File: src/rtl/key_sequencer.sv
// key_sequencer: turns UART scancode bytes into timed key taps on the
// 40-bit Spectrum key matrix. Bytes are buffered in a FIFO, then each is
// played out as press, hold (HOLD_CYCLES), release, gap (GAP_CYCLES).
// Optional build macro STICKY_SHIFT_EN: codes 41 (CS) and 49 (SS) latch as
// pending modifiers and are pressed together with the next key tap.
module key_sequencer #(
    parameter int unsigned HOLD_CYCLES = 1080000,
    parameter int unsigned GAP_CYCLES  = 540000,
    parameter int unsigned FIFO_DEPTH  = 16
) (
    input  logic        clk,
    input  logic        reset,
    input  logic [7:0]  rx_data,
    input  logic        rx_valid,
    input  logic        flush,
    output logic [39:0] key_matrix,
    output logic        busy,
    output logic        overflow
);

    localparam int unsigned MAX_CYCLES = (HOLD_CYCLES > GAP_CYCLES) ? HOLD_CYCLES : GAP_CYCLES;
    localparam int unsigned CW         = $clog2(MAX_CYCLES + 1);
    localparam int unsigned AW         = $clog2(FIFO_DEPTH);
    localparam int unsigned CNTW       = AW + 1;

    localparam logic [CW-1:0]   HOLD_LOAD = CW'(HOLD_CYCLES - 1);
    localparam logic [CW-1:0]   GAP_LOAD  = CW'(GAP_CYCLES - 1);
    localparam logic [CNTW-1:0] FIFO_FULL = CNTW'(FIFO_DEPTH);

    typedef enum logic [1:0] {
        IDLE,
        PRESS,
        HOLD,
        GAP
    } state_t;

    // Scancode to matrix bit; zero for unmapped codes.
    function automatic logic [39:0] decode_key(input logic [7:0] code);
        logic [39:0] m;
        m = '0;
        case (code)
            8'h15: m[0]  = 1'b1;
            8'h1D: m[1]  = 1'b1;
            8'h24: m[2]  = 1'b1;
            8'h2D: m[3]  = 1'b1;
            8'h2C: m[4]  = 1'b1;
            8'h1C: m[5]  = 1'b1;
            8'h1B: m[6]  = 1'b1;
            8'h23: m[7]  = 1'b1;
            8'h2B: m[8]  = 1'b1;
            8'h34: m[9]  = 1'b1;
            8'h1A: m[10] = 1'b1;
            8'h22: m[11] = 1'b1;
            8'h21: m[12] = 1'b1;
            8'h2A: m[13] = 1'b1;
            8'h32: m[14] = 1'b1;
            8'h16: m[15] = 1'b1;
            8'h1E: m[16] = 1'b1;
            8'h26: m[17] = 1'b1;
            8'h25: m[18] = 1'b1;
            8'h2E: m[19] = 1'b1;
            8'h45: m[20] = 1'b1;
            8'h46: m[21] = 1'b1;
            8'h3E: m[22] = 1'b1;
            8'h3D: m[23] = 1'b1;
            8'h36: m[24] = 1'b1;
            8'h41: m[25] = 1'b1;
            8'h49: m[26] = 1'b1;
            8'h5A: m[27] = 1'b1;
            8'h31: m[28] = 1'b1;
            8'h29: m[29] = 1'b1;
            8'h3A: m[30] = 1'b1;
            8'h4D: m[31] = 1'b1;
            8'h44: m[32] = 1'b1;
            8'h43: m[33] = 1'b1;
            8'h3C: m[34] = 1'b1;
            8'h35: m[35] = 1'b1;
            8'h4B: m[36] = 1'b1;
            8'h42: m[37] = 1'b1;
            8'h3B: m[38] = 1'b1;
            8'h33: m[39] = 1'b1;
            default: m = '0;
        endcase
        return m;
    endfunction

    // Input capture stage
    logic            cap_valid_q;
    logic [7:0]      cap_data_q;

    // Scancode FIFO
    logic [7:0]      fifo_mem [FIFO_DEPTH];
    logic [AW-1:0]   wr_ptr_q;
    logic [AW-1:0]   rd_ptr_q;
    logic [CNTW-1:0] fifo_count_q;
    logic            fifo_empty;
    logic            fifo_full;
    logic            fifo_wr;
    logic            fifo_rd;
    logic            fifo_drop;

    // Tap sequencer
    state_t          state_q;
    state_t          state_d;
    logic [7:0]      code_q;
    logic [CW-1:0]   cnt_q;
    logic [39:0]     tap_mask;
    logic [39:0]     press_mask;
    logic            mod_hit;
    logic            start_tap;
    logic            end_hold;
    logic            set_mod;
`ifdef STICKY_SHIFT_EN
    logic [1:0]      mods_q;
`endif

    assign fifo_empty = (fifo_count_q == '0);
    assign fifo_full  = (fifo_count_q == FIFO_FULL);

    // State register; flush and reset both abort to IDLE.
    always_ff @(posedge clk) begin
        if (reset || flush) begin
            state_q <= IDLE;
        end else begin
            state_q <= state_d;
        end
    end

    // Next-state logic for the press/hold/gap cycle.
    always_comb begin
        state_d = state_q;
        unique case (state_q)
            IDLE:    if (!fifo_empty) state_d = PRESS;
            PRESS:   state_d = start_tap ? HOLD : IDLE;
            HOLD:    if (cnt_q == '0) state_d = GAP;
            GAP:     if (cnt_q == '0) state_d = IDLE;
            default: state_d = IDLE;
        endcase
    end

    // Control strobes and status derived from registered state only.
    always_comb begin
        tap_mask = decode_key(code_q);
`ifdef STICKY_SHIFT_EN
        mod_hit    = (code_q == 8'h41) || (code_q == 8'h49);
        press_mask = tap_mask | {13'b0, mods_q, 25'b0};
`else
        mod_hit    = 1'b0;
        press_mask = tap_mask;
`endif
        fifo_rd   = (state_q == IDLE) && !fifo_empty;
        fifo_wr   = cap_valid_q && (!fifo_full || fifo_rd);
        fifo_drop = cap_valid_q && fifo_full && !fifo_rd;
        start_tap = (state_q == PRESS) && (tap_mask != '0) && !mod_hit;
        set_mod   = (state_q == PRESS) && mod_hit;
        end_hold  = (state_q == HOLD) && (cnt_q == '0);
        busy      = (state_q != IDLE) || !fifo_empty || cap_valid_q;
    end

    // Capture incoming bytes; the one-cycle stage gives the N+3 press latency
    // and lets a flush discard a byte arriving in the same cycle.
    always_ff @(posedge clk) begin
        if (reset || flush) begin
            cap_valid_q <= 1'b0;
            cap_data_q  <= '0;
        end else begin
            cap_valid_q <= rx_valid;
            cap_data_q  <= rx_data;
        end
    end

    // FIFO storage; no reset needed, occupancy is tracked by the pointers.
    always_ff @(posedge clk) begin
        if (fifo_wr && !reset && !flush) begin
            fifo_mem[wr_ptr_q] <= cap_data_q;
        end
    end

    // FIFO pointers, occupancy and head pop into the code register.
    always_ff @(posedge clk) begin
        if (reset || flush) begin
            wr_ptr_q     <= '0;
            rd_ptr_q     <= '0;
            fifo_count_q <= '0;
        end else begin
            if (fifo_wr) wr_ptr_q <= wr_ptr_q + AW'(1);
            if (fifo_rd) rd_ptr_q <= rd_ptr_q + AW'(1);
            case ({fifo_wr, fifo_rd})
                2'b10:   fifo_count_q <= fifo_count_q + CNTW'(1);
                2'b01:   fifo_count_q <= fifo_count_q - CNTW'(1);
                default: fifo_count_q <= fifo_count_q;
            endcase
        end
        if (reset) begin
            code_q <= '0;
        end else if (fifo_rd && !flush) begin
            code_q <= fifo_mem[rd_ptr_q];
        end
    end

    // Sticky overflow flag; only reset clears it.
    always_ff @(posedge clk) begin
        if (reset) begin
            overflow <= 1'b0;
        end else if (fifo_drop && !flush) begin
            overflow <= 1'b1;
        end
    end

    // Key matrix and hold/gap timer.
    always_ff @(posedge clk) begin
        if (reset || flush) begin
            key_matrix <= '0;
            cnt_q      <= '0;
        end else if (start_tap) begin
            key_matrix <= press_mask;
            cnt_q      <= HOLD_LOAD;
        end else if (end_hold) begin
            key_matrix <= '0;
            cnt_q      <= GAP_LOAD;
        end else if (((state_q == HOLD) || (state_q == GAP)) && (cnt_q != '0)) begin
            cnt_q <= cnt_q - CW'(1);
        end
    end

`ifdef STICKY_SHIFT_EN
    // Pending modifiers: set by CS/SS codes, cleared when the tap releases.
    always_ff @(posedge clk) begin
        if (reset || flush) begin
            mods_q <= '0;
        end else if (end_hold) begin
            mods_q <= '0;
        end else if (set_mod) begin
            mods_q <= mods_q | {(code_q == 8'h49), (code_q == 8'h41)};
        end
    end
`else
    // Without sticky modifiers the CS/SS codes tap like any other key.
    always_comb begin
        if (set_mod) begin
            // unreachable: mod_hit is tied low in this build
        end
    end
`endif

endmodule

File: config.mk
export PLATFORM = sky130hd
export DESIGN_NAME = key_sequencer
export DESIGN_NICKNAME = d
export VERILOG_FILES = /design/src/rtl/key_sequencer.sv
export SDC_FILE = /design/constraint.sdc
export NUM_CORES = 1
export LEC_CHECK = 0
export CORE_ASPECT_RATIO = 1.5
export CORE_MARGIN = 1.5
export CORE_UTILIZATION = 49
export CTS_CLUSTER_DIAMETER = 40
export DETAILED_ROUTE_END_ITERATION = 10
export PLACE_DENSITY = 0.7
export SYNTH_ARGS = -nofsm -noshare
export SYNTH_HDL_FRONTEND = slang
export SYNTH_SLANG_ARGS = --single-unit
export TNS_END_PERCENT = 1
File: constraint.sdc
create_clock -name clk -period 2.84 [get_ports clk]
set_input_delay 0.568 -clock clk [delete_from_list [all_inputs] [get_ports clk]]
set_output_delay 0.568 -clock clk [all_outputs]
set_load 0.01 [all_outputs]
Word-level counts from Yosys, hierarchy flattened
Memories as Yosys holds them, arrays and structs flattened. A register that Yosys moved wholly into a read port is not among the register bits.
Cells that the tools add are included.

storage, ports and cells
  register bits after elaboration = 86
  RAM bits = 128
  input port bits = 12
  output and inout bits = 42
  logic and storage cells = 153
  memories = 1

memories
  name      words  bits a word  read ports  clocked after Yosys merged registers in  wr ports  RTL line  source
  fifo_mem  16     8            1           1                                        1         92        logic [7:0] fifo_mem [FIFO_DEPTH];

cells by class
  add/subtract/negate cells = 5
  eq/ne operators = 49
  multiplexer cells = 53
  reduce and logical (&&, ||, !) cells = 34

operators by type and width
  cell                     count
  $eq A8 B6 Y1 const B     23
  $eq A8 B7 Y1 const B     10
  $mux W40                 2
  $mux W21                 3
  $eq A8 B5 Y1 const B     7
  $mux W1                  42
  $reduce_bool A40 Y1      1
  $logic_not A21 Y1        1
  $reduce_bool A21 Y1      1
  $sub A21 B1 Y21 const B  1
  $logic_and A1 B1 Y1      11
  $pmux W5 S2              1
  $add A4 B1 Y4 const B    2
  $mux W2                  4
  $pmux W2 S4              1
  $reduce_bool A2 Y1       4
  $eq A2 B2 Y1 const B     3
  $ne A2 B2 Y1 const B     3
  $add A5 B1 Y5 const B    1
  $eq A5 B5 Y1 const B     1
  $logic_not A1 Y1         5
  $logic_not A5 Y1         1
  $logic_or A1 B1 Y1       5
  $sub A5 B1 Y5 const B    1
  6 further kinds          7

Longest topological paths before layout
  depth in word-level cells = 9
  gate-level depth with buffers = 12

Worst setup path before layout
OpenSTA, ideal clock, no wires.

  kind = reg-to-reg
  from = register fifo_count_q[0]
  to = register fifo_count_q[4]
  setup time = 132 ps
  arrival = 2504 ps
  slack = 203 ps
  stages on the path, launching flop included = 12
  path buffers = 0
  clock period less this slack = 2637 ps
  cells stage by stage = dfxtp_1 -> or4_1 -> o21ai_0 -> or2_2 -> inv_1 -> ha_1 -> nor2b_1 -> o21ai_0 -> nand2b_1 -> mux2i_1 -> mux2i_1 -> a21oi_1

on the way
  word-level cells in the longest chain between the ends = 7
  elaborated cells on any way between the ends = 13
  classes of those cells = 2 x add/sub; 3 x eq/ne; 1 x mux; 7 x reduce/logical

RTL lines
  element                                            RTL line  source
  start: declaration                                 95        logic [CNTW-1:0] fifo_count_q;
  start signal: assignment                           189       2'b10: fifo_count_q <= fifo_count_q + CNTW'(1);
  start signal: assignment                           190       2'b01: fifo_count_q <= fifo_count_q - CNTW'(1);
  start signal: assignment                           191       default: fifo_count_q <= fifo_count_q;
  $logic_not A5 Y1                                   117       assign fifo_empty = (fifo_count_q == '0);
  $logic_not A1 Y1                                   151       fifo_rd = (state_q == IDLE) && !fifo_empty;
  $logic_and A1 B1 Y1                                151
  $logic_or A1 B1 Y1                                 152       fifo_wr = cap_valid_q && (!fifo_full || fifo_rd);
  $logic_and A1 B1 Y1                                152
  $eq A2 B1 Y1 or $eq A2 B2 Y1 (tied branches)       188       case ({fifo_wr, fifo_rd})
  $pmux W5 S2 or $reduce_bool A2 Y1 (tied branches)  -

Parallel ways exist; a longest one is shown, timed or not.
A chain may end at the register's enable or synchronous reset.

Worst setup path after layout
  from = register cnt_q[6]
  to = register cnt_q[20]

on the way
  word-level cells in the longest chain between the ends = 4
  elaborated cells on any way between the ends = 9
  classes of those cells = 1 x add/sub; 3 x mux; 5 x reduce/logical

RTL lines
  element                                               RTL line  source
  start: declaration                                    106       logic [CW-1:0] cnt_q;
  start signal: assignment                              222       cnt_q <= cnt_q - CW'(1);
  $sub A21 B1 Y21 or $logic_not A21 Y1 (tied branches)  222, 156
  $mux W21 or $logic_and A1 B1 Y1 (tied branches)       221, 156
  $mux W21                                              218       end else if (end_hold) begin
  $mux W21                                              215       end else if (start_tap) begin

Parallel ways exist; a longest one is shown, timed or not. The select of a mux whose other input is x is not followed.

==> results.cfg <==
[pwr]
intPower_mw = 5.60
p_sw_share_pct = 25.1
comb_power_share_pct = 11.2
p_clk_share_pct = 41.5
power_switching_mw = 1.88
leakage_nw = 3.96
power_density_nw_per_um2 = 668
ir_drop_mv = 0.477
seqPwrFrac_pct = 47.3

[detailed_routing]
drtIter0Drc = 482
num_vias = 6074
vias_per_cell = 5.58
drt_first_pass_iters = 4
wl_per_cell_um = 19.0
postRouteAntennaNets = 0
drc_errors = 0
wirelength_um = 20600

[clocking]
cts_root_buf = clkbuf_16
insertion_delay_ps = 520
cts_buffer_depth = 3
path_clk_slew_ps = 60
cts.sinks = 222
numCtsBuffers = 25
htree_levels = 1
cts_tree = built

[timing]
finalSetupTns_ps = 0
worst_slew_pin_slew_ps = 666
rsz0062_at_grt = true
clock.fmax_mhz = 379
setup_viol = 0
period_share_pct = 92.9
final_hold_viol_count = 0
skew_ps = 16.5
relSlewSlack_pct = 55.5
layout_setup_ws_ps = 202
fin_crit_ps = 2640
slew_violations = 0

[placement]
dp_cells = 1042
placed_area_um2 = 10400
io_buffers = 53
dp_hpwl_um = 14300
place.gp.congestion = 0.911
pre_cts_ws_ps = 108

[global_routing]
grt_max_degree = 45
grt_use_total_pct = 21.4
antenna_found_initial = 1
grt_pass1_wl_um = 32800
grt.overflow.total = 0
first_global_vias = 6219

[synthesis]
synth_top_area_share_pct = 41.0
synth.top_cells.by_count = 128 x edfxtp_1, 120 x nand2_1, 94 x dfxtp_1, 53 x nor2_1, 46 x mux2i_1
ys_types = 54
synth_warnings = 0
seq_area_frac_synth_pct = 61.0
synth_cells = 747
synth_ff_type = edfxtp_1
ys_ff_latch = 222
yosysTopAreaCell = edfxtp_1
syn-cell-area_um2 = 9380
synth-edff-count = 128
avgSynthCellArea_um2 = 12.6
async_reset_ff_share_pct = 0
yosys-top-cells-area = edfxtp_1 41%, dfxtp_1 20%, mux4_2 9.6%
syn_nets = 770
yosysMostFrequentCell = edfxtp_1

[die]
dieArea_um2 = 20000
rows = 61
start_util_pct = 50.4
num_io_pins = 54
fp.dieH_um = 172
die_w_um = 116
placeableCoreArea_um2 = 18600

[critical_path]
critPathRequiredTime_ps = 3280
cp_cell_sequence = or4_4 > or4_1 > or4b_1 > or3_1 > a31oi_1
critPathMaxStageDelay_ps = 680
start_kind = flop
slowest_stage = or4b_1
crit_buf_inv = 0
worst_path_dominant_cell_family = simple AND/OR/NAND/NOR gates
crit_path_max_fanout = 6
worstPathArrival_ps = 3080
crit_type = reg2reg
crit_path_end_kind = flop

[final_layout]
final_util_pct = 60.1
multi_input_area_um2 = 3460
area_growth_pct = 19.3
regArea_um2 = 5730
nFillCells = 1495
final_nets = 840
diodes = 0
design_area_um2 = 11200
fin_cells = 1088
drive_gt1_share_pct = 16.0

[status]
outcome = finished, final reports clean

[hold_path]
min_path_type = reg2reg

[run]
cap_violations = 0
-- layer usage --
layer / track usage (%) / routed length, µm / vias to the layer above
met5: 0 / 0 / -
met4: 10.7 / 1010 / 0
met3: 2.94 / 739 / 56
met2: 39.6 / 11000 / 148
met1: 23.8 / 7860 / 2994
li1: - / - / 2876
-- path summary, 6_finish.rpt --
kind                                from                     endpoint  slack (ps)  cells after the start
max                cnt_q[6]$_SDFFE_PP0P_       cnt_q[20]$_SDFFE_PP0P_         200                      5
min          key_matrix[35]$_SDFFE_PP0P_  key_matrix[35]$_SDFFE_PP0P_         460                      2
max reg2reg        cnt_q[6]$_SDFFE_PP0P_       cnt_q[20]$_SDFFE_PP0P_         200                      5
min reg2reg  key_matrix[35]$_SDFFE_PP0P_  key_matrix[35]$_SDFFE_PP0P_         460                      2
-- power groups by stage --
stage / Clock (mW) / Combinational (mW) / Sequential [mW]
2_1_floorplan: 0 / 0.631 / 3.54
3_3_place_gp: 0 / 0.806 / 3.59
3_5_place_dp: 0 / 0.831 / 3.60
4_1_cts: 3.16 / 0.837 / 3.53
5_1_grt: 3.29 / 0.916 / 3.55
6_report: 3.10 / 0.841 / 3.54
-- what timing repair did --
action / CTS / global route
hold buffers: 0 / 0
setup endpoints to repair: 0 / 9
resized for setup: 0 / 5
setup buffers: 0 / 0
-- worst min-delay path, stage by stage (launching register included) --
cell and delay, ps:
dfxtp_1 310, nand2_1 50, mux2i_1 60
-- through the flow --
| step | total power, mW | hold WS, ps |
|---|---|---|
| global route | 7.75 | 471 |
| floorplan | 4.17 | 479 |
| global placement | 4.40 | 446 |
| detailed placement | 4.43 | 451 |
| CTS | 7.53 | 463 |
| finish | 7.48 | 460 |
-- flip-flops by register name, summed over array words and instances, names as in the netlist, named ones only --
signal	count
state_q	1
cap_data_q	8
cnt_q	21
overflow	1
key_matrix	40
rd_ptr_q	4
code_q	8
cap_valid_q	1
fifo_mem	128
fifo_count_q	5
wr_ptr_q	4
-- layout by cell type (no fill, tap or decap), types with 3 or more instances in the layout --
| cell | n |
|---|---|
| edfxtp_1 | 128 |
| nand2_1 | 120 |
| dfxtp_1 | 92 |
| nor2_1 | 53 |
| clkdlybuf4s50_1 | 52 |
| mux2i_1 | 46 |
| mux4_2 | 40 |
| buf_4 | 33 |
| nor3_1 | 25 |
| a21oi_1 | 25 |
| clkbuf_16 | 25 |
| xor2_1 | 15 |
| inv_1 | 11 |
| nand2b_1 | 11 |
| a31oi_1 | 10 |
| nand3_1 | 10 |
| and2_1 | 10 |
| ha_1 | 10 |
| o21ai_0 | 9 |
| nor4_1 | 7 |
| nand4_1 | 7 |
| inv_6 | 7 |
| xnor2_1 | 6 |
| or2_2 | 5 |
| nor2b_1 | 5 |
| or3_1 | 4 |
| and3_1 | 4 |
| o21ai_1 | 3 |
| a2111oi_0 | 3 |
| o21a_1 | 3 |
| a211oi_1 | 3 |
| clkbuf_1 | 3 |
| buf_12 | 3 |
-- cell type report --
cell class / count / share of cell area [%]
Clock inverter: 17 / 1.40
Tap cell: 252 / 2.82
Clock buffer: 29 / 5.81
Sequential cell: 222 / 51.2
Multi-Input combinational cell: 468 / 30.9
Timing Repair Buffer: 89 / 7.51
Inverter: 11 / 0.369
-- cell families after synthesis --
kind of cell,count (synthesis),share of synthesized area (%)
compound gates,69,4.43
xor+xnor,21,1.96
fa+ha+maj,11,1.55
buf+inv,57,2.31
flops,222,61.0
mux,88,14.8
simple gates,279,14.0
(Power assumes the default switching activity.)
